### src/rtl/avalon_line_master_if.sv
// Avalon-MM burst bus between the line master and the system interconnect.
// Parameters: AW address width, DW data width, BCW burstcount width.
// Signals:
//   avm_address      master->slave  line-aligned burst address
//   avm_writedata    master->slave  current write beat
//   avm_byteenable   master->slave  current beat byte enables
//   avm_burstcount   master->slave  beats in the burst
//   avm_write        master->slave  write command/beat valid
//   avm_read         master->slave  read command valid
//   avm_waitrequest  slave->master  slave stall
//   avm_readdatavalid slave->master read beat valid
//   avm_readdata     slave->master  read beat data
interface avalon_line_master_if #(
    parameter int AW  = 32,
    parameter int DW  = 32,
    parameter int BCW = 3
);
    logic [AW-1:0]   avm_address;
    logic [DW-1:0]   avm_writedata;
    logic [DW/8-1:0] avm_byteenable;
    logic [BCW-1:0]  avm_burstcount;
    logic            avm_write;
    logic            avm_read;
    logic            avm_waitrequest;
    logic            avm_readdatavalid;
    logic [DW-1:0]   avm_readdata;

    modport master (
        output avm_address, avm_writedata, avm_byteenable, avm_burstcount,
               avm_write, avm_read,
        input  avm_waitrequest, avm_readdatavalid, avm_readdata
    );

    modport slave (
        input  avm_address, avm_writedata, avm_byteenable, avm_burstcount,
               avm_write, avm_read,
        output avm_waitrequest, avm_readdatavalid, avm_readdata
    );
endinterface

### src/rtl/avalon_line_master.sv
// Avalon-MM burst master moving whole cache lines for the write-line and
// read-line request channels. Writes win when both channels request at once;
// a channel that completed must see its *_do low for one edge before it can
// start another transfer.
// Ports:
//   clk, rst_n                 clock, asynchronous active-low reset
//   wr_do/wr_done              write-line request / one-cycle completion pulse
//   wr_address, wr_line        write-line address and data (word i at [i*DW +: DW])
//   wr_byteenable              per-beat byte enables (beat i at [i*DW/8 +: DW/8])
//   rd_do/rd_done              read-line request / one-cycle completion pulse
//   rd_address, rd_line        read-line address and last completed read line
//   protocol_error             sticky flag: readdatavalid outside a read data phase
//   avm                        Avalon-MM master bus
module avalon_line_master #(
    parameter int AW         = 32,
    parameter int DW         = 32,
    parameter int LINE_WORDS = 4,
    parameter int BCW        = $clog2(LINE_WORDS) + 1
) (
    input  logic                         clk,
    input  logic                         rst_n,
    input  logic                         wr_do,
    output logic                         wr_done,
    input  logic [AW-1:0]                wr_address,
    input  logic [DW*LINE_WORDS-1:0]     wr_line,
    input  logic [DW/8*LINE_WORDS-1:0]   wr_byteenable,
    input  logic                         rd_do,
    output logic                         rd_done,
    input  logic [AW-1:0]                rd_address,
    output logic [DW*LINE_WORDS-1:0]     rd_line,
    output logic                         protocol_error,
    avalon_line_master_if.master         avm
);
    localparam int BW  = DW / 8;
    localparam int CW  = $clog2(LINE_WORDS);
    localparam int OFS = $clog2(LINE_WORDS * BW);
    localparam logic [AW-1:0]  ADDR_MASK = {{(AW-OFS){1'b1}}, {OFS{1'b0}}};
    localparam logic [BCW-1:0] BURST     = BCW'(LINE_WORDS);
    localparam logic [CW-1:0]  LAST_BEAT = CW'(LINE_WORDS - 1);

    typedef enum logic [2:0] {
        S_IDLE    = 3'd0,
        S_WRITE   = 3'd1,
        S_RD_CMD  = 3'd2,
        S_RD_DATA = 3'd3,
        S_DONE    = 3'd4
    } state_t;

    state_t                     state_r, state_nx_s;
    logic                       wr_armed_r, rd_armed_r;
    logic                       wr_go_s, rd_go_s, wr_fin_s, rd_fin_s, last_s;
    logic [CW-1:0]              cnt_r, cnt_inc_s;
    logic [DW*LINE_WORDS-1:0]   wr_line_r, rd_buf_r, rd_merge_s, rd_line_r;
    logic [BW*LINE_WORDS-1:0]   wr_be_r;
    logic [AW-1:0]              addr_r;
    logic [DW-1:0]              writedata_r;
    logic [BW-1:0]              be_r;
    logic [BCW-1:0]             burstcount_r;
    logic                       write_r, read_r, wr_done_r, rd_done_r, protocol_error_r;

    assign cnt_inc_s = cnt_r + CW'(1);
    assign last_s    = (cnt_r == LAST_BEAT);
    // Completion edges: the last write beat is accepted / the last read beat arrives.
    assign wr_fin_s  = (state_r == S_WRITE) && !avm.avm_waitrequest && last_s;
    assign rd_fin_s  = (state_r == S_RD_DATA) && avm.avm_readdatavalid && last_s;

    // Read line under assembly with the incoming beat dropped into its slot.
    always_comb begin
        rd_merge_s = rd_buf_r;
        rd_merge_s[cnt_r*DW +: DW] = avm.avm_readdata;
    end

    // Next-state logic and channel arbitration (write has priority).
    always_comb begin
        state_nx_s = state_r;
        wr_go_s    = 1'b0;
        rd_go_s    = 1'b0;
        case (state_r)
            S_IDLE: begin
                if (wr_do && wr_armed_r) begin
                    wr_go_s    = 1'b1;
                    state_nx_s = S_WRITE;
                end else if (rd_do && rd_armed_r) begin
                    rd_go_s    = 1'b1;
                    state_nx_s = S_RD_CMD;
                end else begin
                    state_nx_s = S_IDLE;
                end
            end
            S_WRITE: begin
                if (wr_fin_s) begin
                    state_nx_s = S_DONE;
                end else begin
                    state_nx_s = S_WRITE;
                end
            end
            S_RD_CMD: begin
                if (!avm.avm_waitrequest) begin
                    state_nx_s = S_RD_DATA;
                end else begin
                    state_nx_s = S_RD_CMD;
                end
            end
            S_RD_DATA: begin
                if (rd_fin_s) begin
                    state_nx_s = S_DONE;
                end else begin
                    state_nx_s = S_RD_DATA;
                end
            end
            S_DONE:  state_nx_s = S_IDLE;
            default: state_nx_s = S_IDLE;
        endcase
    end

    // State register.
    always_ff @(posedge clk or negedge rst_n) begin
        if (!rst_n) begin
            state_r <= S_IDLE;
        end else begin
            state_r <= state_nx_s;
        end
    end

    // Registered bus outputs, beat counter, line buffers, arming and error flag.
    always_ff @(posedge clk or negedge rst_n) begin
        if (!rst_n) begin
            wr_armed_r       <= 1'b1;
            rd_armed_r       <= 1'b1;
            cnt_r            <= '0;
            wr_line_r        <= '0;
            wr_be_r          <= '0;
            rd_buf_r         <= '0;
            rd_line_r        <= '0;
            addr_r           <= '0;
            writedata_r      <= '0;
            be_r             <= '0;
            burstcount_r     <= '0;
            write_r          <= 1'b0;
            read_r           <= 1'b0;
            wr_done_r        <= 1'b0;
            rd_done_r        <= 1'b0;
            protocol_error_r <= 1'b0;
        end else begin
            wr_done_r        <= wr_fin_s;
            rd_done_r        <= rd_fin_s;
            // A held request after completion stays disarmed until *_do drops.
            wr_armed_r       <= !wr_do || (wr_armed_r && !wr_fin_s);
            rd_armed_r       <= !rd_do || (rd_armed_r && !rd_fin_s);
            protocol_error_r <= protocol_error_r ||
                                (avm.avm_readdatavalid && (state_r != S_RD_DATA));
            case (state_r)
                S_IDLE: begin
                    if (wr_go_s) begin
                        addr_r       <= wr_address & ADDR_MASK;
                        wr_line_r    <= wr_line;
                        wr_be_r      <= wr_byteenable;
                        writedata_r  <= wr_line[DW-1:0];
                        be_r         <= wr_byteenable[BW-1:0];
                        burstcount_r <= BURST;
                        write_r      <= 1'b1;
                        cnt_r        <= '0;
                    end else if (rd_go_s) begin
                        addr_r       <= rd_address & ADDR_MASK;
                        be_r         <= '1;
                        burstcount_r <= BURST;
                        read_r       <= 1'b1;
                        cnt_r        <= '0;
                    end else begin
                        cnt_r        <= '0;
                    end
                end
                S_WRITE: begin
                    if (!avm.avm_waitrequest) begin
                        cnt_r <= cnt_inc_s;
                        if (last_s) begin
                            write_r      <= 1'b0;
                            writedata_r  <= '0;
                            be_r         <= '0;
                            burstcount_r <= '0;
                        end else begin
                            writedata_r  <= wr_line_r[cnt_inc_s*DW +: DW];
                            be_r         <= wr_be_r[cnt_inc_s*BW +: BW];
                        end
                    end
                end
                S_RD_CMD: begin
                    if (!avm.avm_waitrequest) begin
                        read_r       <= 1'b0;
                        be_r         <= '0;
                        burstcount_r <= '0;
                    end
                end
                S_RD_DATA: begin
                    // Waitrequest has no meaning for returning read data.
                    if (avm.avm_readdatavalid) begin
                        rd_buf_r <= rd_merge_s;
                        cnt_r    <= cnt_inc_s;
                        if (last_s) begin
                            rd_line_r <= rd_merge_s;
                        end
                    end
                end
                default: cnt_r <= '0;
            endcase
        end
    end

    assign avm.avm_address    = addr_r;
    assign avm.avm_writedata  = writedata_r;
    assign avm.avm_byteenable = be_r;
    assign avm.avm_burstcount = burstcount_r;
    assign avm.avm_write      = write_r;
    assign avm.avm_read       = read_r;
    assign wr_done            = wr_done_r;
    assign rd_done            = rd_done_r;
    assign rd_line            = rd_line_r;
    assign protocol_error     = protocol_error_r;
endmodule

### src/flat_wrapper.sv
// flat-port wrapper written by rule: the top's interface ports become plain ports
module avalon_line_master_flat 
#(
    parameter int AW         = 32,
    parameter int DW         = 32,
    parameter int LINE_WORDS = 4,
    parameter int BCW        = $clog2(LINE_WORDS) + 1
)
  (clk, rst_n, wr_do, wr_done, wr_address, wr_line, wr_byteenable, rd_do, rd_done, rd_address, rd_line, protocol_error, avm_avm_address, avm_avm_writedata, avm_avm_byteenable, avm_avm_burstcount, avm_avm_write, avm_avm_read, avm_avm_waitrequest, avm_avm_readdatavalid, avm_avm_readdata);
  avalon_line_master_if #(.AW(AW), .DW(DW), .BCW(BCW)) avm_i ();
  input  logic clk;
  input  logic rst_n;
  input  logic wr_do;
  output logic wr_done;
  input  logic [AW-1:0] wr_address;
  input  logic [DW*LINE_WORDS-1:0] wr_line;
  input  logic [DW/8*LINE_WORDS-1:0] wr_byteenable;
  input  logic rd_do;
  output logic rd_done;
  input  logic [AW-1:0] rd_address;
  output logic [DW*LINE_WORDS-1:0] rd_line;
  output logic protocol_error;
  output wire logic [$bits(avm_i.avm_address)-1:0] avm_avm_address;
  output wire logic [$bits(avm_i.avm_writedata)-1:0] avm_avm_writedata;
  output wire logic [$bits(avm_i.avm_byteenable)-1:0] avm_avm_byteenable;
  output wire logic [$bits(avm_i.avm_burstcount)-1:0] avm_avm_burstcount;
  output wire logic [$bits(avm_i.avm_write)-1:0] avm_avm_write;
  output wire logic [$bits(avm_i.avm_read)-1:0] avm_avm_read;
  input wire logic [$bits(avm_i.avm_waitrequest)-1:0] avm_avm_waitrequest;
  input wire logic [$bits(avm_i.avm_readdatavalid)-1:0] avm_avm_readdatavalid;
  input wire logic [$bits(avm_i.avm_readdata)-1:0] avm_avm_readdata;
  assign avm_avm_address = avm_i.avm_address;
  assign avm_avm_writedata = avm_i.avm_writedata;
  assign avm_avm_byteenable = avm_i.avm_byteenable;
  assign avm_avm_burstcount = avm_i.avm_burstcount;
  assign avm_avm_write = avm_i.avm_write;
  assign avm_avm_read = avm_i.avm_read;
  assign avm_i.avm_waitrequest = avm_avm_waitrequest;
  assign avm_i.avm_readdatavalid = avm_avm_readdatavalid;
  assign avm_i.avm_readdata = avm_avm_readdata;
  avalon_line_master #(.AW(AW), .DW(DW), .LINE_WORDS(LINE_WORDS), .BCW(BCW)) u_core (.clk(clk), .rst_n(rst_n), .wr_do(wr_do), .wr_done(wr_done), .wr_address(wr_address), .wr_line(wr_line), .wr_byteenable(wr_byteenable), .rd_do(rd_do), .rd_done(rd_done), .rd_address(rd_address), .rd_line(rd_line), .protocol_error(protocol_error), .avm(avm_i));
endmodule
### config.mk
export PLATFORM = sky130hd
export DESIGN_NAME = avalon_line_master_flat
export DESIGN_NICKNAME = d
export VERILOG_FILES = /design/src/rtl/avalon_line_master_if.sv /design/src/rtl/avalon_line_master.sv /design/src/flat_wrapper.sv
export SDC_FILE = /design/constraint.sdc
export NUM_CORES = 1
export LEC_CHECK = 0
export ABC_AREA = 1
export BUFFER_PORTS_ARGS = -buffer_cell sky130_fd_sc_hd__buf_2
export CAP_MARGIN = 0
export CELL_PAD_IN_SITES_DETAIL_PLACEMENT = 1
export CELL_PAD_IN_SITES_GLOBAL_PLACEMENT = 1
export CORE_ASPECT_RATIO = 1.2
export CORE_MARGIN = 4
export CORE_UTILIZATION = 37
export CTS_CLUSTER_SIZE = 28
export DETAILED_ROUTE_END_ITERATION = 8
export PLACE_DENSITY = 0.72
export SLEW_MARGIN = 30
export SYNTH_ARGS = -nofsm -noshare
export SYNTH_HDL_FRONTEND = slang
export SYNTH_SLANG_ARGS = --single-unit
### constraint.sdc
create_clock -name clk -period 2.5 [get_ports clk]
set_input_delay 0.25 -clock clk [delete_from_list [all_inputs] [get_ports clk]]
set_output_delay 0.25 -clock clk [all_outputs]
set_load 0.05 [all_outputs]
After elaboration in Yosys (flattened, before gate mapping)
Index checks and enable logic that the tools add are counted.
- bits in registers: 483
- word-level logic and storage cells: 110
- bits of input ports: 246
- output and inout bits: 204
- bitwise operators: 1
- $add $sub $neg: 2
- reductions and logical operators: 32
- shift-type cells: 4
- multiplexer cells: 41
- equal/unequal tests: 13
- operators with widths (kind ; number):
    2-to-1 mux 32 bit ; 5
    bitwise mux 128 bit ; 1
    variable shift 32 x 34 -> 128 bit (first input constant) ; 1
    indexed part select 128 x 8 -> 32 bit ; 1
    indexed part select 32 x 34 -> 128 bit ; 1
    case mux 32 bit (2 select lines) ; 1
    negator 7 -> 34 bit ; 1
    2-to-1 mux 3 bit ; 8
    2-to-1 mux 4 bit ; 5
    indexed part select 16 x 5 -> 4 bit ; 1
    2-to-1 mux 1 bit ; 12
    case mux 3 bit (4 select lines) ; 1
    case mux 4 bit (3 select lines) ; 1
    AND reduction 4 bit ; 3
    logical AND 1 bit ; 9
    case mux 3 bit (3 select lines) ; 1
    AND reduction 3 bit ; 3
    != test 2 bit (second input constant) ; 4
    equality test 3 x 2 -> 1 bit (second input constant) ; 2
    2-to-1 mux 2 bit ; 3
    != test 2 x 1 -> 1 bit (second input constant) ; 3
    case mux 2 bit (3 select lines) ; 1
    AND reduction 2 bit ; 3
    nonzero test 2 bit ; 3
    other kinds (12) ; 19

Logic depth before layout (Yosys ltp)
Gate-level depths: netlist of the first run.
- depth after elaboration: 7
- gate-level depth with buffers: 14
- gate-level depth less buffers: 9

Least setup slack after synthesis of the first run
No wires, ideal clock.
- path kind: reg2reg
- start point: register u_core.cnt_r[0]
- end point: register u_core.be_r[1], in the netlist u_core.avm.avm_byteenable[1]
- cell stages (with the launch flop): 14
- setup slack: 0.244 ns
- path buffers: 5
- clock period less this slack: 2.256 ns
- arrival: 2.138 ns
- library setup time: 0.118 ns
- required time: 2.382 ns
- cells stage by stage: dfrtp_1 > buf_2 > inv_1 > buf_2 > buf_2 > ha_1 > inv_1 > buf_2 > buf_1 > nand3_1 > nand3_1 > nand2_1 > nand2_1 > nand2_1
- cells in the longest elaborated chain, start to end: 5
- elaborated cells between the ends (all ways): 6
- ends and longest elaborated chain (what ; line ; source):
    from (decl) ; avalon_line_master.sv:52 ; logic [CW-1:0] cnt_r, cnt_inc_s;
    from (signal assigned) ; avalon_line_master.sv:175 ; cnt_r <= cnt_inc_s;
    from (signal assigned) ; avalon_line_master.sv:198 ; cnt_r <= cnt_inc_s;
    adder 2 x 1 -> 2 bit ; avalon_line_master.sv:61 ; assign cnt_inc_s = cnt_r + CW'(1);
    indexed part select 16 x 5 -> 4 bit ; avalon_line_master.sv:183 ; be_r <= wr_be_r[cnt_inc_s*BW +: BW];
    2-to-1 mux 4 bit * ; avalon_line_master.sv:176 ; if (last_s) begin
    2-to-1 mux 4 bit * ; avalon_line_master.sv:174 ; if (!avm.avm_waitrequest) begin
    case mux 4 bit (3 select lines) * ; avalon_line_master.sv:152 ; case (state_r)
    to (signal assigned) ; avalon_line_master.sv:159 ; be_r <= wr_byteenable[BW-1:0];
    to (signal assigned) ; avalon_line_master.sv:183 ;
    to (decl) ; avalon_line_master.sv:57 ; logic [BW-1:0] be_r;
Every way passes the cells marked *; elsewhere a longest branch is shown, timed or not. The select of a mux whose other input is x is not followed.
A chain may end at the register's enable or synchronous reset.

Final worst setup path of the first run
- start point: register u_core.state_r[2]
- end point: register u_core.addr_r[21], in the netlist u_core.avm.avm_address[21]
- cells in the longest elaborated chain, start to end: 4
- elaborated cells between the ends (all ways): 6
- ends and longest elaborated chain (what ; line ; source):
    from (decl) ; avalon_line_master.sv:49 ; state_t state_r, state_nx_s;
    from (signal assigned) ; avalon_line_master.sv:121 ; state_r <= state_nx_s;
    zero test 3 bit * ; avalon_line_master.sv:78, avalon_line_master.sv:152 ;
    2-to-1 mux 1 bit ; avalon_line_master.sv:78 ; case (state_r)
    nonzero test 2 bit (no line) ; - ;
    AND reduction 2 bit (no line) ; - ;
    to (signal assigned) ; avalon_line_master.sv:155 ; addr_r <= wr_address & ADDR_MASK;
    to (signal assigned) ; avalon_line_master.sv:164 ; addr_r <= rd_address & ADDR_MASK;
    to (decl) ; avalon_line_master.sv:55 ; logic [AW-1:0] addr_r;
Every way passes the cells marked *; elsewhere a longest branch is shown, timed or not.

==> impl_metrics.sql, run 1 <==
INSERT INTO impl_metrics (metric_group, metric, value, unit) VALUES
('outcome', 'outcome', 'complete, no violations', ''),
('floorplan', 'rows', '97', ''),
('pwr', 'power.share.clock', '20.1', '%'),
('clocking', 'htree_levels', '2', ''),
('worst_setup_path', 'reg2reg_slack', '0.09', 'ns'),
('global_routing', 'grt_pass1_vias', '23391', ''),
('worst_setup_path', 'critical_path_class', 'reg2reg', ''),
('detailed_routing', 'post_drt_via_cell_ratio', '5.14', ''),
('global_routing', 'gr-usage-met2', '46.6', '%'),
('timing', 'worst_setup_slack_after_layout', '0.0920', 'ns'),
('worst_setup_path', 'worst-endpoint-required', '2.98', 'ns'),
('placement', 'detailedPlace.worstSlack', '0.304', 'ns'),
('detailed_routing', 'detail_route.iter0.violations', '1215', ''),
('global_routing', 'grt_antenna_before_repair', '10', ''),
('placement', 'place.port_buffers', '435', ''),
('floorplan', 'top_level_ports', '450', ''),
('timing', 'finalHoldViolations', '0', ''),
('timing', 'skew', '0.0186', 'ns'),
('logic_synthesis', 'synth_seq_cells', '477', ''),
('worst_setup_path', 'worst_setup_path_end_kind', 'flop', ''),
('pwr', 'power.sequential.fraction', '31.3', '%'),
('worst_setup_path', 'crit_end', 'u_core.avm.avm_address[21]$_DFFE_PN0P_', ''),
('global_routing', 'grt_start_max_net_pins', '127', ''),
('global_routing', 'grt_busiest_layer', 'met2', ''),
('layout', 'layout_stage_area_growth_over_the_synthesis_result', '31.6', '%'),
('clocking', 'cts_inserted_buffers', '53', ''),
('placement', 'dp.final_hpwl', '54.7', 'mm'),
('worst_setup_path', 'critPathLaunchType', 'flop', ''),
('hold_path', 'timing.hold.worst.class', 'in2reg', ''),
('timing', 'setup_viol', '0', ''),
('timing', 'timing.final.max_slew_violations', '0', ''),
('clocking', 'cts_tree', 'built', ''),
('timing', 'fin_hold_ws', '0.0305', 'ns'),
('global_routing', 'track_usage', '27.2', '%'),
('worst_setup_path', 'worstReg2RegEnd', 'u_core.avm.avm_address[21]$_DFFE_PN0P_', ''),
('global_routing', 'groute.layer.met3.usage', '5.53', '%'),
('flow_run', 'max_cap_viol_count', '0', ''),
('worst_setup_path', 'worst-r2r-cell-count', '7', ''),
('floorplan', 'core_area', '58400', 'um^2'),
('detailed_routing', 'route.detailed.drc', '0', ''),
('placement', 'dpl-instance-area', '24900', 'um^2'),
('pwr', 'power_switching', '18.9', 'mW'),
('detailed_routing', 'routed_length_per_instance', '20.7', 'um'),
('clocking', 'clkTransAtPathRegs', '0.06', 'ns'),
('floorplan', 'dieHeight', '274', 'um'),
('layout', 'fin_area', '28600', 'um^2'),
('clocking', 'cts_root_buffer', 'clkbuf_16', ''),
('pwr', 'internal-power', '20.6', 'mW'),
('logic_synthesis', 'syn-instance-count', '2799', ''),
('logic_synthesis', 'syn_area_per_cell', '7.78', 'um^2'),
('logic_synthesis', 'syn_area', '21800', 'um^2'),
('worst_setup_path', 'cp-startpoint', 'u_core.state_r[2]$_DFF_PN0_', ''),
('worst_setup_path', 'max_fanout_on_critical_path', '14', ''),
('global_routing', 'overflow', '0', ''),
('placement', 'finalWeightedCongestion', '0.854', ''),
('timing', 'max_freq', '0.415', 'GHz'),
('logic_synthesis', 'ys_warn_count', '0', ''),
('timing', 'timing.slew.headroom', '33.3', '%'),
('pwr', 'cellLeakagePower', '15.1', 'nW'),
('layout', 'drive_gt1_share', '17.7', '%'),
('detailed_routing', 'drt-total-wl', '87.3', 'mm'),
('timing', 'final.period_utilization', '96.3', '%'),
('global_routing', 'm1_gr_usage', '32.7', '%'),
('detailed_routing', 'drt.antenna.violating_nets', '0', ''),
('worst_setup_path', 'critical_path.reg2reg.startpoint', 'u_core.state_r[2]$_DFF_PN0_', ''),
('clocking', 'clkSinkCount', '477', ''),
('clocking', 'cts-root-to-sink-buffers', '3', ''),
('pwr', 'combinational_power_share', '48.5', '%'),
('floorplan', 'floorplan.initialDensity', '37.3', '%'),
('pwr', 'power_switching_share', '47.9', '%'),
('global_routing', 'first_pass_grt_wire_length', '135', 'mm'),
('worst_setup_path', 'critPathArrivalTime', '2.89', 'ns'),
('timing', 'tightest_slew', '1.00', 'ns'),
('pwr', 'vdd_drop_max', '0.794', 'mV'),
('floorplan', 'die-area', '62800', 'um^2'),
('detailed_routing', 'drt_pre_antenna_iters', '5', ''),
('floorplan', 'die_width', '229', 'um'),
('logic_synthesis', 'synth_cell_types', '27', ''),
('clocking', 'clk-insertion-delay-late', '0.60', 'ns'),
('pwr', 'power.density_cell_area', '1380', 'nW/um^2'),
('timing', 'shortest_clock_period_the_worst_path_allows_after_layout', '2.41', 'ns'),
('layout', 'final_nets', '3627', ''),
('logic_synthesis', 'ys_seq_area_share', '54.8', '%'),
('detailed_routing', 'vias', '21680', '');
-- sequential cells by signal, summed over array words and instances (netlist names), 2 cells and up --
name                       count
u_core.rd_line               128
u_core.avm.avm_byteenable      4
u_core.wr_be_r                16
u_core.rd_buf_r              128
u_core.cnt_r                   2
u_core.avm.avm_writedata      32
u_core.wr_line_r             128
u_core.avm.avm_address        28
u_core.state_r                 3
-- placed cells by master, fill, tap and decap left out, types with 3 or more instances in the layout --
cell,n
buf_12,21
clkbuf_1,7
nand4_1,7
clkinv_2,10
buf_2,434
clkinvlp_4,4
o21ai_1,32
o21ai_0,289
conb_1,6
dfrtp_1,474
nor2_1,32
clkbuf_16,53
inv_2,4
ha_1,5
a21oi_1,3
dlygate4sd3_1,198
diode_2,9
nor2_4,3
o22ai_1,96
inv_6,4
nand2_1,1230
nand3_1,126
o21a_1,5
buf_4,38
inv_1,297
clkbuf_8,18
-- worst max-delay path, cell delays in order, from the launching register on --
cell and delay (ns):
dfrtp_1 0.47, nor2_4 0.22, nand2_1 0.15, a21oi_4 0.25, clkinvlp_4 0.34, nand2_1 0.14, o21ai_0 0.12, dlygate4sd3_1 0.60
-- routing by layer --
metal	vias up	part of all wire (%)	wire length, um
li1	9830	-	-
met1	10914	40	34800
met2	676	49	42900
met3	256	5.5	4810
met4	4	5.5	4760
met5	-	0.032	28
-- metrics by stage --
stage	power [mW]	utilization [%]	std cells	TNS, ns
global route	42.1	49.1	4215	-0.0533
detailed placement	30.6	42.6	3912	0
floorplan	24.8	-	2804	0
global placement	29.9	42.6	3912	0
finish	39.6	49.1	4216	0
CTS	39.4	49.0	4205	0
-- logic make-up (layout without fill, tap and decap cells) --
logic type                 after synthesis  after routing  share of synthesized area, %
AOI/OAI and AO/OA                      428            428                          10.5
and+or+nand+nor                       1404           1404                          25.2
adders and majority gates                6              6                         0.345
buffers and inverters                  483           1094                          9.18
DFF                                    477            477                          54.8
other                                    1             15                        0.0172
-- power by group through the flow --
stage | clock network, mW | registers [mW] | logic [mW]
after floorplan | 0 | 16.3 | 8.42
after global placement | 0 | 12.3 | 17.6
after detailed placement | 0 | 12.4 | 18.2
after CTS | 8.15 | 12.3 | 18.9
after global routing | 8.49 | 12.7 | 20.9
final | 7.96 | 12.4 | 19.2
-- synthesized netlist by cell type (all sizes together) --
cell type / instances / area [um^2]
conb: 1 / 3.75
o21ai: 321 / 1610
a21oi: 4 / 20.0
o21a: 5 / 37.5
nand3: 126 / 631
nand3b: 1 / 7.51
nor2: 37 / 164
clkinv: 1 / 3.75
dfrtp: 475 / 11900
o21bai: 1 / 7.51
nand4: 7 / 43.8
inv: 304 / 1140
ha: 6 / 75.1
a21boi: 1 / 7.51
o22ai: 96 / 601
clkbuf: 78 / 293
nand2: 1233 / 4640
dfstp: 2 / 52.6
buf: 100 / 561
-- area by class of cell --
class,instances,area [um^2]
Antenna cell,9,22.5
Clock buffer,78,1600
Clock inverter,17,151
Fill cell,7120,29700
Inverter,305,1160
Multi-Input combinational cell,1844,7890
Sequential cell,477,11900
Tap cell,792,991
Timing Repair Buffer,693,4890
Timing Repair inverter,1,7.51
-- repair_timing --
item / CTS / global route
hold buffers: 198 / 0
endpoints found under the hold margin: 244 / 0
setup buffers: 0 / 1
resized for setup: 0 / 9
endpoints found under the setup margin: 0 / 24
-- worst min path at each step --
stage / depth (start not counted) / slack (ns) / endpoint / start
after global placement: 1 / 0.23 / u_core.avm.avm_writedata[20]$_DFFE_PN0P_ / rst_n
after global routing: 4 / 0.05 / u_core.wr_be_r[3]$_DFFE_PN0P_ / wr_byteenable[3]
after floorplan: 0 / -0.05 / u_core.avm.avm_address[10]$_DFFE_PN0P_ / rst_n
after CTS: 4 / 0.005 / u_core.wr_be_r[3]$_DFFE_PN0P_ / wr_byteenable[3]
after detailed placement: 1 / 0.24 / u_core.wr_line_r[115]$_DFFE_PN0P_ / rst_n
final: 3 / 0.03 / u_core.protocol_error$_DFF_PN0_ / avm_avm_readdatavalid
(Power assumes the default switching activity.)
==> run 2, diff against run 1 <==
--- a/config.mk
+++ b/config.mk
@@ -10,8 +10,7 @@
 export CAP_MARGIN = 0
 export CELL_PAD_IN_SITES_DETAIL_PLACEMENT = 1
 export CELL_PAD_IN_SITES_GLOBAL_PLACEMENT = 1
-export CORE_ASPECT_RATIO = 1.2
-export CORE_MARGIN = 4
+export CORE_ASPECT_RATIO = 0.8
 export CORE_UTILIZATION = 37
 export CTS_CLUSTER_SIZE = 28
 export DETAILED_ROUTE_END_ITERATION = 8
==> run 2 against run 1 <==
Effect of this change: first-iteration DRC count up 1.2%; cell count shrank 0.76%; highest routed layer unchanged; via count fell by 2.2%; critical path depth stayed put; flip-flop and latch count is the same; largest power group unchanged; largest cell class unchanged; register-to-register slack better by 0.098 ns.
==> impl_metrics.sql, run 2 (synthesis results as in run 1) <==
INSERT INTO impl_metrics (metric_group, metric, value, unit) VALUES
('outcome', 'outcome', 'complete, no violations', ''),
('floorplan', 'die-area', '59800', 'um^2'),
('worst_setup_path', 'timing.critical_path.max_delay_family', 'buffers and inverters', ''),
('clocking', 'cts_root_buffer', 'clkbuf_16', ''),
('detailed_routing', 'post_drt_via_cell_ratio', '5.07', ''),
('pwr', 'power.sequential.fraction', '31.8', '%'),
('placement', 'dp.final_hpwl', '48.9', 'mm'),
('clocking', 'cts_tree', 'built', ''),
('clocking', 'htree_levels', '2', ''),
('global_routing', 'grt_start_max_net_pins', '132', ''),
('hold_path', 'hold_path.startpoint', 'avm_avm_readdatavalid', ''),
('worst_setup_path', 'critical_path.max_stage_delay', '0.58', 'ns'),
('timing', 'rsz0062_at_grt', 'no', ''),
('worst_setup_path', 'max_fanout_on_critical_path', '67', ''),
('hold_path', 'timing.hold.worst.class', 'in2reg', ''),
('global_routing', 'overflow', '0', ''),
('floorplan', 'dieHeight', '219', 'um'),
('timing', 'shortest_clock_period_the_worst_path_allows_after_layout', '2.31', 'ns'),
('pwr', 'vdd_drop_max', '0.848', 'mV'),
('detailed_routing', 'drt.antenna.violating_nets', '0', ''),
('floorplan', 'die_width', '273', 'um'),
('layout', 'final_nets', '3618', ''),
('clocking', 'clk-insertion-delay-late', '0.60', 'ns'),
('layout', 'n_fill_cell', '7113', ''),
('global_routing', 'first_pass_grt_wire_length', '127', 'mm'),
('pwr', 'power.density_cell_area', '1360', 'nW/um^2'),
('timing', 'finalHoldViolations', '0', ''),
('detailed_routing', 'drt-total-wl', '80.1', 'mm'),
('clocking', 'clkTransAtPathRegs', '0.06', 'ns'),
('global_routing', 'grt_pass1_vias', '23300', ''),
('clocking', 'cts-root-to-sink-buffers', '3', ''),
('flow_run', 'max_cap_viol_count', '0', ''),
('detailed_routing', 'vias', '21212', ''),
('pwr', 'power_switching', '18.5', 'mW'),
('floorplan', 'rows', '79', ''),
('timing', 'timing.final.max_slew_violations', '0', ''),
('layout', 'layout.area.seq', '11900', 'um^2'),
('detailed_routing', 'route.detailed.drc', '0', ''),
('timing', 'tightest_slew', '1.03', 'ns'),
('pwr', 'power.share.clock', '19.8', '%'),
('worst_setup_path', 'critical_path_class', 'reg2reg', ''),
('worst_setup_path', 'critPathArrivalTime', '2.78', 'ns'),
('detailed_routing', 'routed_length_per_instance', '19.1', 'um'),
('timing', 'final.period_utilization', '92.4', '%'),
('layout', 'layout.core_utilization', '49.1', '%'),
('timing', 'timing.setup.tns', '0', 'ns'),
('layout', 'layout_stage_area_growth_over_the_synthesis_result', '31.0', '%'),
('timing', 'skew', '0.0268', 'ns'),
('pwr', 'cellLeakagePower', '15.0', 'nW'),
('layout', 'most-common-layout-cells', 'nand2_1, dfrtp_1, buf_2', ''),
('placement', 'place.port_buffers', '435', ''),
('detailed_routing', 'detail_route.iter0.violations', '1230', ''),
('pwr', 'power_switching_share', '47.8', '%'),
('floorplan', 'floorplan.initialDensity', '37.5', '%'),
('detailed_routing', 'drt_pre_antenna_iters', '5', ''),
('layout', 'area_occupied_by_multi_input_gates', '7910', 'um^2'),
('worst_setup_path', 'worst_setup_path_end_kind', 'flop', ''),
('layout', 'drive_gt1_share', '17.2', '%'),
('worst_setup_path', 'crit_buf_inv', '3', ''),
('layout', 'final_common_cell', 'nand2_1', ''),
('worst_setup_path', 'crit_chain', 'nand2_1, inv_1, nand2_2, buf_12, nor2_1, o21ai_0, dlygate4sd3_1', ''),
('floorplan', 'top_level_ports', '450', ''),
('clocking', 'clkSinkCount', '477', ''),
('pwr', 'combinational_power_share', '48.5', '%'),
('placement', 'finalWeightedCongestion', '0.830', ''),
('timing', 'max_freq', '0.433', 'GHz'),
('global_routing', 'grt_antenna_before_repair', '9', ''),
('worst_setup_path', 'critPathLaunchType', 'flop', ''),
('floorplan', 'core_area', '58100', 'um^2'),
('clocking', 'cts_inserted_buffers', '52', ''),
('global_routing', 'track_usage', '26.8', '%'),
('worst_setup_path', 'critical_path.slowest_cell', 'dlygate4sd3_1', ''),
('worst_setup_path', 'critical_path.reg2reg.startpoint', 'u_core.wr_armed_r$_DFF_PN1_', ''),
('timing', 'setup_viol', '0', ''),
('worst_setup_path', 'cp-startpoint', 'u_core.wr_armed_r$_DFF_PN1_', ''),
('worst_setup_path', 'worst-endpoint-required', '2.97', 'ns'),
('pwr', 'internal-power', '20.3', 'mW'),
('timing', 'timing.slew.headroom', '31.3', '%'),
('pwr', 'power.total', '38.8', 'mW');
## run 2: changes by cell type in the layout (fill, tap and decap cells not counted), sizes merged, moves of 2 or more
| cell | change |
|---|---|
| bufinv | -2 |
| clkbuf | +10 |
| buf | -9 |
| clkinvlp | -2 |
| clkinv | -7 |
## run 2: cell type report
class / count / area share (%)
diodes: 10 / 0.0877
clock buffers: 88 / 5.74
clock inverters: 5 / 0.127
inverters: 305 / 4.05
multi-input cells: 1844 / 27.7
flip-flops and latches: 477 / 41.9
well taps: 769 / 3.37
repair buffers: 685 / 17.0
repair inverters: 1 / 0.0175
## run 2: what timing repair did
action	in CTS	in global routing
hold buffers	199	0
setup endpoints to repair	0	18
gates resized for setup	0	7
buffers inserted	0	3
endpoints found under the hold margin	259	0
## run 2: per-layer routing
layer | part of all wire (%) | global-route usage [%] | wire, um
met2 | 49 | 45.4 | 39300
met4 | 3.4 | 10.4 | 2710
met3 | 4.8 | 4.57 | 3880
met1 | 43 | 34.0 | 34200
met5 | 0.014 | 0 | 11
## run 2: worst register-to-register path: stages, from the launching register on
cell and delay [ns]:
dfstp_2 0.53, nand2_1 0.15, inv_1 0.20, nand2_2 0.21, buf_12 0.26, nor2_1 0.19, o21ai_0 0.10, dlygate4sd3_1 0.58
## run 2: per-stage QoR
stage / worst slack (ns) / instance area, um^2 / hold WS, ns / instances
3_3_place_gp: 0.405 / 24800 / 0.295 / 3878
5_1_grt: 0.00350 / 28500 / 0.0617 / 4183
3_5_place_dp: 0.345 / 24800 / 0.317 / 3878
2_1_floorplan: 0.244 / 21800 / -0.0456 / 2804
4_1_cts: 0.0194 / 28400 / 0.00685 / 4170
6_report: 0.190 / 28500 / 0.0359 / 4184
## run 2: power by group through the flow
stage / Clock, mW / Combinational, mW / Sequential (mW)
after floorplan: 0 / 8.42 / 16.3
after global placement: 0 / 17.5 / 12.2
after detailed placement: 0 / 18.0 / 12.4
after CTS: 7.85 / 18.5 / 12.3
after global routing: 8.13 / 20.6 / 12.6
final: 7.66 / 18.8 / 12.3
## run 2: path summary, 6_finish.rpt
kind	to	slack, ns	depth (start not counted)
worst max-delay path	u_core.avm.avm_address[17]$_DFFE_PN0P_	0.19	7
worst min-delay path	u_core.protocol_error$_DFF_PN0_	0.04	3
worst max register to register	u_core.avm.avm_address[17]$_DFFE_PN0P_	0.19	7
worst min register to register	u_core.rd_line[2]$_DFFE_PN0P_	0.47	2
max in group asynchronous	u_core.wr_line_r[127]$_DFFE_PN0P_	1.34	3
min in group asynchronous	u_core.wr_line_r[112]$_DFFE_PN0P_	0.20	2
==> run 3, diff against run 2 <==
==> constraint.sdc (replaced) <==
create_clock -name clk -period 2.7 [get_ports clk]
set_input_delay 0.27 -clock clk [delete_from_list [all_inputs] [get_ports clk]]
set_output_delay 0.27 -clock clk [all_outputs]
set_load 0.05 [all_outputs]
==> run 3 against run 2 <==
Effect of this change: register-to-register slack worse by 0.03 ns; first-iteration DRC count grew 9.0%; combinational power down 7%; clock power decreased by 5.1%; largest power group unchanged; clock skew is 0.0093 ns lower; global-route usage is 0.25 points higher; fmax down 9.0%; core utilization decreased by 0.25 points; critical endpoint is now u_core.avm.avm_address[16]$_DFFE_PN0P_.
==> impl_metrics.sql, run 3 (synthesis results as in run 1) <==
INSERT INTO impl_metrics (metric_group, metric, value, unit) VALUES
('worst_setup_path', 'worst-r2r-cell-count', '9', ''),
('timing', 'tightest_slew', '0.997', 'ns'),
('floorplan', 'die-area', '59800', 'um^2'),
('pwr', 'vdd_drop_max', '0.934', 'mV'),
('layout', 'n_fill_cell', '7219', ''),
('placement', 'numPlacedInstances', '3874', ''),
('placement', 'dp.final_hpwl', '48.5', 'mm'),
('detailed_routing', 'routed_length_per_instance', '19.3', 'um'),
('layout', 'layoutNonFillerInstCount', '4184', ''),
('flow_run', 'max_cap_viol_count', '0', ''),
('worst_setup_path', 'worstReg2RegEnd', 'u_core.avm.avm_address[16]$_DFFE_PN0P_', ''),
('clocking', 'cts_tree', 'built', ''),
('clocking', 'clkSinkCount', '477', ''),
('worst_setup_path', 'critical_path.reg2reg.startpoint', 'u_core.state_r[2]$_DFF_PN0_', ''),
('floorplan', 'top_level_ports', '450', ''),
('detailed_routing', 'detail_route.iter0.violations', '1341', ''),
('clocking', 'cts_root_buffer', 'clkbuf_16', ''),
('floorplan', 'floorplan.initialDensity', '37.5', '%'),
('global_routing', 'overflow', '0', ''),
('clocking', 'clk-insertion-delay-late', '0.61', 'ns'),
('placement', 'place.port_buffers', '435', ''),
('worst_setup_path', 'reg2reg_slack', '0.16', 'ns'),
('layout', 'layout_stage_area_growth_over_the_synthesis_result', '30.3', '%'),
('global_routing', 'track_usage', '27.0', '%'),
('clocking', 'clkTransAtPathRegs', '0.06', 'ns'),
('pwr', 'power.total', '36.1', 'mW'),
('worst_setup_path', 'critical_path_class', 'reg2reg', ''),
('layout', 'drive_gt1_share', '17.1', '%'),
('floorplan', 'core_area', '58100', 'um^2'),
('timing', 'final.period_utilization', '94.0', '%'),
('timing', 'shortest_clock_period_the_worst_path_allows_after_layout', '2.54', 'ns'),
('floorplan', 'dieHeight', '219', 'um'),
('global_routing', 'grt_pass1_vias', '23307', ''),
('global_routing', 'grt_antenna_before_repair', '13', ''),
('global_routing', 'grt_start_max_net_pins', '257', ''),
('worst_setup_path', 'critPathArrivalTime', '3.01', 'ns'),
('pwr', 'cellLeakagePower', '14.9', 'nW'),
('worst_setup_path', 'max_fanout_on_critical_path', '67', ''),
('outcome', 'outcome', 'complete, no violations', ''),
('timing', 'setup_viol', '0', ''),
('clocking', 'htree_levels', '2', ''),
('placement', 'finalWeightedCongestion', '0.830', ''),
('detailed_routing', 'vias', '21181', ''),
('clocking', 'cts-root-to-sink-buffers', '3', ''),
('worst_setup_path', 'critPathLaunchType', 'flop', ''),
('placement', 'detailedPlace.worstSlack', '0.478', 'ns'),
('detailed_routing', 'drt_pre_antenna_iters', '5', ''),
('detailed_routing', 'route.detailed.drc', '0', ''),
('floorplan', 'die_width', '273', 'um'),
('timing', 'finalHoldViolations', '0', ''),
('timing', 'worst_setup_slack_after_layout', '0.163', 'ns'),
('worst_setup_path', 'worst-endpoint-required', '3.18', 'ns'),
('hold_path', 'timing.hold.worst.class', 'in2reg', ''),
('layout', 'final_nets', '3609', ''),
('hold_path', 'min_delay_path_depth', '3', ''),
('detailed_routing', 'drt-total-wl', '80.7', 'mm'),
('global_routing', 'first_pass_grt_wire_length', '127', 'mm'),
('timing', 'rsz0062_at_grt', 'no', ''),
('hold_path', 'hold_path.startpoint', 'avm_avm_readdatavalid', ''),
('timing', 'timing.setup.tns', '0', 'ns'),
('detailed_routing', 'drt.antenna.violating_nets', '0', ''),
('hold_path', 'hold_end', 'u_core.protocol_error$_DFF_PN0_', ''),
('layout', 'final_common_cell', 'nand2_1', ''),
('timing', 'max_freq', '0.394', 'GHz'),
('timing', 'skew', '0.0174', 'ns'),
('timing', 'timing.final.max_slew_violations', '0', ''),
('layout', 'most-common-layout-cells', 'nand2_1, dfrtp_1, buf_2', ''),
('timing', 'timing.slew.headroom', '33.5', '%'),
('detailed_routing', 'post_drt_via_cell_ratio', '5.06', ''),
('pwr', 'power.density_cell_area', '1270', 'nW/um^2'),
('worst_setup_path', 'worst_setup_path_end_kind', 'flop', ''),
('clocking', 'cts_inserted_buffers', '52', ''),
('floorplan', 'rows', '79', ''),
('timing', 'fin_hold_ws', '0.0341', 'ns');
## run 3: changes by cell type in the layout (fill, tap and decap cells not counted), sizes merged, moves of 3 or more
| cell | delta |
|---|---|
| buf | -6 |
| clkinv | +6 |
| diode | +4 |
| bufinv | +3 |
## run 3: routing by layer
metal	up-vias	GRT usage, %	share of wire, %
li1	9805	-	-
met1	10593	32.7	41
met2	583	46.3	49
met3	198	5.54	5.6
met4	2	12.0	4.0
met5	-	0	0.021
## run 3: worst max-delay path, stage by stage (launching register included)
cell and delay [ns]:
dfrtp_1 0.49, inv_2 0.07, nand2_1 0.07, nor2_1 0.06, nand2_2 0.23, buf_6 0.44
nand2_1 0.19, nand2_1 0.12, o21ai_0 0.09, dlygate4sd3_1 0.57
## run 3: worst max-delay path by stage
stage	startpoint	end	slack, ns
floorplan	u_core.cnt_r[0]$_DFFE_PN0P_	u_core.avm.avm_byteenable[1]$_DFFE_PN0P_	0.44
global placement	u_core.cnt_r[0]$_DFFE_PN0P_	u_core.avm.avm_writedata[9]$_DFFE_PN0P_	0.52
detailed placement	u_core.state_r[1]$_DFF_PN0_	u_core.rd_line[79]$_DFFE_PN0P_	0.48
CTS	u_core.state_r[2]$_DFF_PN0_	u_core.avm.avm_address[9]$_DFFE_PN0P_	0.16
global route	u_core.state_r[2]$_DFF_PN0_	u_core.avm.avm_address[16]$_DFFE_PN0P_	0.06
finish	u_core.state_r[2]$_DFF_PN0_	u_core.avm.avm_address[16]$_DFFE_PN0P_	0.16
## run 3: through the flow
stage	util [%]	area, um^2
final	48.8	28400
after CTS	48.7	28300
after global routing	48.8	28400
after detailed placement	42.4	24600
after floorplan	-	21800
after global placement	42.4	24600
## run 3: area by class of cell
type | instances | area, um^2 | area share (%)
Antenna cell | 14 | 35.0 | 0.123
Clock buffer | 86 | 1550 | 5.46
Clock inverter | 12 | 169 | 0.595
Inverter | 305 | 1150 | 4.06
Multi-Input combinational cell | 1844 | 7900 | 27.8
Sequential cell | 477 | 11900 | 42.1
Tap cell | 769 | 962 | 3.39
Timing Repair Buffer | 677 | 4670 | 16.5
## run 3: power breakdown
part	total (mW)	switching [mW]	internal, mW
combinational	17.4	12.8	4.57
clock	7.27	3.07	4.20
sequential	11.4	1.37	10.1
## run 3: timing repair
action | 4_1_cts | 5_1_grt
endpoints found under the setup margin | 0 | 17
hold buffers | 197 | 0
hold endpoints to repair | 257 | 0
buffers inserted | 0 | 0
resized for setup | 0 | 1
